`src/rtl/fifo_arb_pkg.sv`:
```
// Shared types and helpers for the FIFO write-port arbiter.
package fifo_arb_pkg;

    typedef enum logic {
        ARB_IDLE = 1'b0,
        ARB_LOCK = 1'b1
    } arb_state_e;

    // Modulo-n increment without relying on power-of-2 wrap.
    function automatic int unsigned next_idx(input int unsigned idx, input int unsigned n);
        return (idx + 1 >= n) ? 0 : idx + 1;
    endfunction

endpackage

```
`src/rtl/fifo_wr_arbiter_rr_pick.sv`:
```
// Round-robin picker: first set bit of req at or after ptr, wrapping N-1 -> 0.
// Purely combinational, no backpressure of its own.
module rr_pick #(
    parameter int N = 4
) (
    input  logic [N-1:0]         req,
    input  logic [$clog2(N)-1:0] ptr,
    output logic [N-1:0]         gnt,
    output logic [$clog2(N)-1:0] gnt_idx,
    output logic                 any
);

    localparam int IW = $clog2(N);

    int idx;

    always_comb begin
        gnt     = '0;
        gnt_idx = '0;
        any     = 1'b0;
        idx     = 0;
        for (int k = 0; k < N; k++) begin
            idx = int'(ptr) + k;
            if (idx >= N) begin
                idx = idx - N;
            end
            if (!any && req[idx]) begin
                any          = 1'b1;
                gnt[idx]     = 1'b1;
                gnt_idx      = IW'(idx);
            end
        end
    end

endmodule

```
`src/rtl/fifo_wr_arbiter.sv`:
```
// Round-robin FIFO write-port arbiter with burst lock; a beat accepted at t is on fifo_wr_* at t+1.
// Backpressure: req_ready drops for everyone while the output register is full and the FIFO does not take it.
module fifo_wr_arbiter
    import fifo_arb_pkg::*;
#(
    parameter int NUM_REQ   = 4,
    parameter int WIDTH     = 32,
    parameter int MAX_BURST = 4
) (
    input  logic                       clock,
    input  logic                       reset,
    input  logic [NUM_REQ-1:0]         req_valid,
    input  logic [NUM_REQ*WIDTH-1:0]   req_data,
    output logic [NUM_REQ-1:0]         req_ready,
    output logic                       fifo_wr_en,
    output logic [WIDTH-1:0]           fifo_wr_data,
    output logic [$clog2(NUM_REQ)-1:0] fifo_wr_src,
    input  logic                       fifo_wr_valid,
    output logic                       busy
);

    localparam int IW = $clog2(NUM_REQ);
    localparam int CW = $clog2(MAX_BURST + 1);

    arb_state_e    state, state_nxt;
    logic [IW-1:0] rr_ptr, rr_ptr_nxt;
    logic [IW-1:0] owner, owner_nxt;
    logic [CW-1:0] beat_cnt, beat_cnt_nxt;

    logic             out_valid;
    logic [WIDTH-1:0] out_data;
    logic [IW-1:0]    out_src;

    logic               accept;
    logic               locked;
    logic [IW-1:0]      owner_inc;
    logic [IW-1:0]      pick_ptr;
    logic [NUM_REQ-1:0] pick_gnt;
    logic [IW-1:0]      pick_idx;
    logic               pick_any;
    logic [NUM_REQ-1:0] owner_oh;
    logic [NUM_REQ-1:0] grant;
    logic [IW-1:0]      grant_idx;
    logic               hs;

    assign accept    = !out_valid || fifo_wr_valid;
    assign locked    = (state == ARB_LOCK) && req_valid[owner];
    assign owner_inc = IW'(next_idx(int'(owner), NUM_REQ));
    // A dropped owner hands over in the same cycle, searching from the slot after it.
    assign pick_ptr  = (state == ARB_LOCK) ? owner_inc : rr_ptr;

    rr_pick #(.N(NUM_REQ)) u_pick (
        .req     (req_valid),
        .ptr     (pick_ptr),
        .gnt     (pick_gnt),
        .gnt_idx (pick_idx),
        .any     (pick_any)
    );

    always_comb begin
        owner_oh        = '0;
        owner_oh[owner] = 1'b1;
    end

    assign grant     = locked ? owner_oh : pick_gnt;
    assign grant_idx = locked ? owner : pick_idx;
    assign req_ready = (reset || !accept) ? '0 : grant;
    assign hs        = |(req_valid & req_ready);

    always_comb begin
        state_nxt    = state;
        rr_ptr_nxt   = rr_ptr;
        owner_nxt    = owner;
        beat_cnt_nxt = beat_cnt;
        if (accept) begin
            if (locked) begin
                if (beat_cnt == CW'(MAX_BURST - 1)) begin
                    rr_ptr_nxt = owner_inc;
                    state_nxt  = ARB_IDLE;
                end else begin
                    beat_cnt_nxt = beat_cnt + 1'b1;
                end
            end else begin
                if (state == ARB_LOCK) begin
                    rr_ptr_nxt = owner_inc;
                    state_nxt  = ARB_IDLE;
                end
                if (pick_any) begin
                    if (MAX_BURST == 1) begin
                        rr_ptr_nxt = IW'(next_idx(int'(pick_idx), NUM_REQ));
                    end else begin
                        owner_nxt    = pick_idx;
                        beat_cnt_nxt = CW'(1);
                        state_nxt    = ARB_LOCK;
                    end
                end
            end
        end
    end

    always_ff @(posedge clock) begin
        if (reset) begin
            state    <= ARB_IDLE;
            rr_ptr   <= '0;
            owner    <= '0;
            beat_cnt <= '0;
        end else begin
            state    <= state_nxt;
            rr_ptr   <= rr_ptr_nxt;
            owner    <= owner_nxt;
            beat_cnt <= beat_cnt_nxt;
        end
    end

    always_ff @(posedge clock) begin
        if (reset) begin
            out_valid <= 1'b0;
            out_data  <= '0;
            out_src   <= '0;
        end else if (hs) begin
            out_valid <= 1'b1;
            out_data  <= req_data[grant_idx*WIDTH +: WIDTH];
            out_src   <= grant_idx;
        end else if (fifo_wr_valid) begin
            out_valid <= 1'b0;
        end
    end

    assign fifo_wr_en   = out_valid;
    assign fifo_wr_data = out_data;
    assign fifo_wr_src  = out_src;
    assign busy         = out_valid || (state == ARB_LOCK);

endmodule

```
`config.mk`:
```
export PLATFORM = sky130hd
export DESIGN_NAME = fifo_wr_arbiter
export DESIGN_NICKNAME = d
export VERILOG_FILES = /design/src/rtl/fifo_arb_pkg.sv /design/src/rtl/fifo_wr_arbiter_rr_pick.sv /design/src/rtl/fifo_wr_arbiter.sv
export SDC_FILE = /design/constraint.sdc
export NUM_CORES = 1
export LEC_CHECK = 0
export ABC_AREA = 1
export CAP_MARGIN = 20
export CORE_MARGIN = 2
export CORE_UTILIZATION = 30
export CTS_CLUSTER_DIAMETER = 120
export CTS_CLUSTER_SIZE = 8
export DETAILED_ROUTE_END_ITERATION = 16
export GPL_TIMING_DRIVEN = 0
export PLACE_DENSITY = 0.7
export SLEW_MARGIN = 20
export SYNTH_ARGS = -nofsm -noshare
export SYNTH_HDL_FRONTEND = slang
export SYNTH_SLANG_ARGS = --single-unit
```
`constraint.sdc`:
```
create_clock -name clock -period 6 [get_ports clock]
set_clock_uncertainty 0.15 [all_clocks]
set_input_delay 1.2 -clock clock [delete_from_list [all_inputs] [get_ports clock]]
set_output_delay 1.2 -clock clock [all_outputs]
set_load 0.05 [all_outputs]
```
After elaboration in Yosys (flattened, before gate mapping)
Cells that the tools add are included.
{ "totals": {"register_bits": 43, "input_bits": 135, "out_inout_bits": 40} }
{ "classes": {"n_addsub": 9, "n_lt_le_gt_ge": 15, "n_eq_ne": 3, "n_shift": 1, "mux": 55, "bitwise_logic": 5, "n_reduce_logical": 23} }
{ "op_table": {"columns": ["cell", "count"], "rows": [
  ["$ge 32x1->1 const B", 4],
  ["$lt 32x4->1 const B", 4],
  ["$mux 32", 4],
  ["$shiftx 128x8->32", 1],
  ["$ge 32x4->1 const B", 3],
  ["$sub 32x4->32 const B", 3],
  ["$mux 4", 6],
  ["$mux 1", 23],
  ["$mux 2", 9],
  ["$or 4x4->4", 3],
  ["$bmux 1 s2", 5],
  ["$demux 1 s2", 5],
  ["$logic_and 1x1->1", 9],
  ["$mux 3", 3],
  ["$add 2x1->3 const B", 2],
  ["$add 2x2->3 const B", 2],
  ["$reduce_and 3->1", 2],
  ["$logic_not 1->1", 5],
  ["$and 4x4->4", 1],
  ["$reduce_bool 2->1", 2],
  ["$reduce_or 4->1", 1],
  ["$sub 2x3->4 const B", 1],
  ["$add 3x1->3 const B", 1],
  ["$eq 3x2->1 const B", 1],
  ["9 further kinds", 11]
]} }

Logic depth before layout (Yosys ltp)
{ "depth": {"depth_word": 24, "mapped_depth": 23, "ltp_nobuf": 22} }

Hierarchy
Synthesis repeated with hierarchy kept, for this count alone.
{ "unflattened": {"hier_cells": 658, "area_unflattened_um2": 3895.0} }
{ "modules_own_cells": {"columns": ["module", "n_inst", "cells_per_inst", "area_per_inst_um2"], "rows": [
  ["fifo_wr_arbiter", 1, 581, 3434.5],
  ["rr_pick", 1, 77, 460.4]
]} }

Worst setup path after synthesis
OpenSTA, ideal clock, no wires.
{ "synth_path": {"path_kind": "input to output", "start": "in req_valid[1]", "end": "out req_ready[2]", "arrival_time_ps": 2761, "t_required_ps": 4650, "setup_slack_ps": 1889, "cell_stages": 9, "cell_sequence": "inv_1 -> nand3_1 -> nand2_1 -> nand2_1 -> nand2_1 -> nand3_2 -> nor2_4 -> nand2_1 -> a31oi_1"} }
{ "synth_between": {"elab_chain_cells": 15, "word_cells_on_any_way": 33} }
{ "synth_rtl": {"columns": ["item", "line", "rtl"], "rows": [
  ["start, declared", "fifo_wr_arbiter.sv:12", "input logic [NUM_REQ-1:0] req_valid,"],
  ["$bmux 1 s2", "fifo_wr_arbiter_rr_pick.sv:27", "if (!any && req[idx]) begin"],
  ["$mux 1 (not written as such) (2 in a row)", "fifo_wr_arbiter_rr_pick.sv:27", null],
  ["$mux 1", "fifo_wr_arbiter_rr_pick.sv:27", null],
  ["$logic_not 1->1", "fifo_wr_arbiter_rr_pick.sv:27", null],
  ["$logic_and 1x1->1", "fifo_wr_arbiter_rr_pick.sv:27", null],
  ["$mux 1", "fifo_wr_arbiter_rr_pick.sv:27", null],
  ["$logic_not 1->1", "fifo_wr_arbiter_rr_pick.sv:27", null],
  ["$logic_and 1x1->1", "fifo_wr_arbiter_rr_pick.sv:27", null],
  ["$mux 1", "fifo_wr_arbiter_rr_pick.sv:27", null],
  ["$logic_not 1->1", "fifo_wr_arbiter_rr_pick.sv:27", null],
  ["$logic_and 1x1->1", "fifo_wr_arbiter_rr_pick.sv:27", null],
  ["$mux 4", "fifo_wr_arbiter_rr_pick.sv:27", null],
  ["$mux 4 (*)", "fifo_wr_arbiter.sv:65", "assign grant = locked ? owner_oh : pick_gnt;"],
  ["$mux 4 (*)", "fifo_wr_arbiter.sv:67", "assign req_ready = (reset || !accept) ? '0 : grant;"],
  ["end, declared", "fifo_wr_arbiter.sv:14", "output logic [NUM_REQ-1:0] req_ready,"]
]} }
Every way passes the cells marked *; elsewhere a longest branch is shown, timed or not. The select of a mux whose other input is x is not followed.

Worst setup path in the final report
{ "layout_path": {"start": "in req_valid[2]", "end": "out req_ready[2]"} }
Same word-level chain as after synthesis.

==> metrics.md <==
| Metric | Value |
|---|---|
| Detailed-route DRC error count | `0` |
| Syn_nets | `between 800 and 900` |
| Vias in the first global route | `about 4400` |
| Post-placement cell count | `approximately 1100` |
| Post-CTS setup buffer count | `0` |
| Max frequency | `about 200 MHz` |
| Overall global routing resource usage | `about 19%` |
| Final Slew Violations | `0` |
| Layout area overhead | `53.74%` |
| I/O Pins | `175` |
| DR WL/cell | `~12 um` |
| Worst rel slew slack | `about three fifths` |
| Critical path peak fanout | `10` |
| Min-delay src | `rr_ptr[1]$_SDFFE_PP0P_` |
| Die ar. | `~0.014 mm^2` |
| Initial antenna violation count | `0` |
| Final period util | `85.08%` |
| Arrival time worst endpoint | `roughly 3.8 ns` |
| Clock Pin Slew Worst Setup and Hold Paths | `0.06 ns` |
| Skew-Pair Late Insertion Delay | `between 0.2 and 0.3 ns` |
| Max Cap Viol | `0` |
| Synth Area per Inst | `5.273 um^2` |
| Critical path class | `in2out` |
| ANT nets after route | `0` |
| R2r endpoint | `fifo_wr_data[15]$_SDFFE_PP0P_` |
| Vias | `between 4000 and 5000` |
| Commonest non-fill, non-tap cell in the layout | `nand2_1` |
| Clk root buf | `clkbuf_16` |
| H-tree levels | `2` |
| Max VDD drop | `between 0.3 and 0.4 mV` |
| CTS tree | `done` |
| Yosys reg bits | `43` |
| Minimum clock period after layout | `5.105 ns` |
| Post-layout util | `47.28%` |
| Final hold vios | `0` |
| First-pass GRT wire length | `approximately 21 mm` |
| Worst hold endpoint | `rr_ptr[1]$_SDFFE_PP0P_` |
| Synthesized cell area | `a little under 0.004 mm^2` |
| Dominant synthesized flop cell | `dfxtp_1` |
| Vias per cell | `between 4 and 5` |
| RSZ-0062 raised after global routing | `false` |
| Max incr delay on CP | `between 0.8 and 0.9 ns` |
| Cts hold-fix bufs | `0` |
| Ys async rst share | `0%` |
| Clock Path Buffers | `2` |
| Setup TNS | `0 ns` |
| RD Place Congestion | `~0.87` |
| Nets | `around 1100` |
| Element type at the critical path end | `primary output` |
| Mapped Cells | `between 700 and 800` |
| Hold Path Stages | `2` |
| FF-to-FF setup slack | `approximately 2.8 ns` |
| Reg2Reg Depth | `23` |
| Post-synthesis sequential area ratio | `between 20 and 25%` |
| Power per Cell Area | `about 710 mW/mm^2` |
| Drt initial violations | `about 250` |
| Leakage power | `a little over 3 nW` |
| Setup Viol. Count Final | `0` |
| Yosys warnings | `0` |
| CP startpoint kind | `input pin` |
| Yosys cell types | `24` |
| Total Power | `~4.2 mW` |
| CTS Sinks | `43` |
| Share of cells above drive strength 1 | `between 5 and 6%` |
| Most frequent cells in the layout | `nand2_1, clkdlybuf4s50_1, nand3_1, nor2_1, inv_1` |
| Slowest CP cell | `clkdlybuf4s50_1` |
| Routed WL | `13.55 mm` |
| Post-detail-place hpwl | `about 11 mm` |
| Pin count of the biggest net entering global routing | `12` |
| IO buf count | `~170` |
| Global route total overflow | `0` |
| Crit-path cells | `clkdlybuf4s50_1 > inv_1 > a21oi_1 > o21ai_0 > nand2_1 > nand2_1 > buf_4 > inv_1 > nor2_1 > a31oi_1 > clkdlybuf4s50_1` |
| DRT Pass-1 Iters | `5` |
| Post-CTS sizing | `0` |
| Status | `finished clean` |
| Core ar. | `about 0.013 mm^2` |
| Die W | `117.7 um` |
| Worst r2r src | `owner[0]$_SDFFE_PP0P_` |
| CP required | `roughly 4.7 ns` |
| Worst-Margin Slew | `0.5729 ns` |
| Total CTS buffers | `5` |
| Row count | `41` |
| Die height | `around 120 um` |
| Finished Layout Cells | `between 1000 and 1500` |
| HP Class | `reg2reg` |
| EDFF count, synth | `0` |
| # fillers | `1440` |
| Antenna cells | `0` |
| Initial Util | `between 30% and 40%` |
layer usage:
layer / share of wire, % / global-route usage, % / vias up / routed length, um
met2: 48 / 33.14 / 135 / 6474
met5: 0 / 0 / - / 0
met4: 0.72 / 3.539 / 0 / 98
met3: 6.1 / 4.021 / 6 / 832
li1: - / - / 2616 / -
met1: 45 / 22.88 / 2055 / 6146
flip-flops by register name, summed over array words and instances (netlist names):
signal,count
fifo_wr_en,1
rr_ptr,2
fifo_wr_src,2
owner,2
beat_cnt,3
state,1
fifo_wr_data,32
cell families after synthesis:
logic type | synth area share [%]
flops | 22.18
compound gates | 4.965
simple gates | 57.51
fa+ha+maj | 2.257
buf+inv | 13.09
cell usage after synthesis (7+ instances only):
master	n	share of area (%)
nand2_1	354	34
clkbuf_1	9	0.87
buf_4	8	1.5
nand2_2	11	1.8
o21ai_0	18	2.3
a21oi_1	10	1.3
buf_6	10	2.9
nor2_1	82	7.9
ha_1	7	2.3
buf_2	13	1.7
dfxtp_1	43	22
nand3_1	94	12
inv_1	60	5.8
worst max-delay path, delay by kind of cell:
family,cells,cell delay (ns)
AO/OA/AOI/OAI,3,0.38
buffers and inverters,5,1.92
AND/OR/NAND/NOR,3,0.25
power by group:
group	switching, mW	internal (mW)	total, mW	leakage [nW]
sequential	0.0543	0.382	0.436	0.355
combinational	2.30	1.26	3.55	2.63
clock	0.105	0.150	0.255	0.0628
total	2.46	1.79	4.25	3.05
area by class of cell:
cell class                      count  area, um^2  area share (%)
Timing Repair Buffer              174        1742           29.19
Tap cell                          172       215.2           3.607
Inverter                           61       229.0           3.837
Clock buffer                        6       128.9           2.160
Buffer                             42       279.0           4.676
Sequential cell                    43       860.8           14.43
Multi-Input combinational cell    590        2512           42.11
through the flow:
stage / setup slack, ns / hold slack (ns) / cell area (um^2)
floorplan: 1.889 / 0.2882 / 3881
global placement: 0.8772 / 0.3040 / 5838
detailed placement: 0.8796 / 0.3166 / 5838
CTS: 0.8818 / 0.3253 / 5967
global route: 0.7263 / 0.3517 / 5967
finish: 0.8955 / 0.3223 / 5967
worst max-delay path by stage:
stage                 startpoint            to  cells past startpoint
floorplan           req_valid[1]  req_ready[2]                      9
global placement    req_valid[2]  req_ready[2]                     11
detailed placement  req_valid[2]  req_ready[2]                     11
CTS                 req_valid[2]  req_ready[2]                     11
global route        req_valid[2]  req_ready[2]                     11
finish              req_valid[2]  req_ready[2]                     11
No activity file was read; power rests on OpenSTA's default activity.
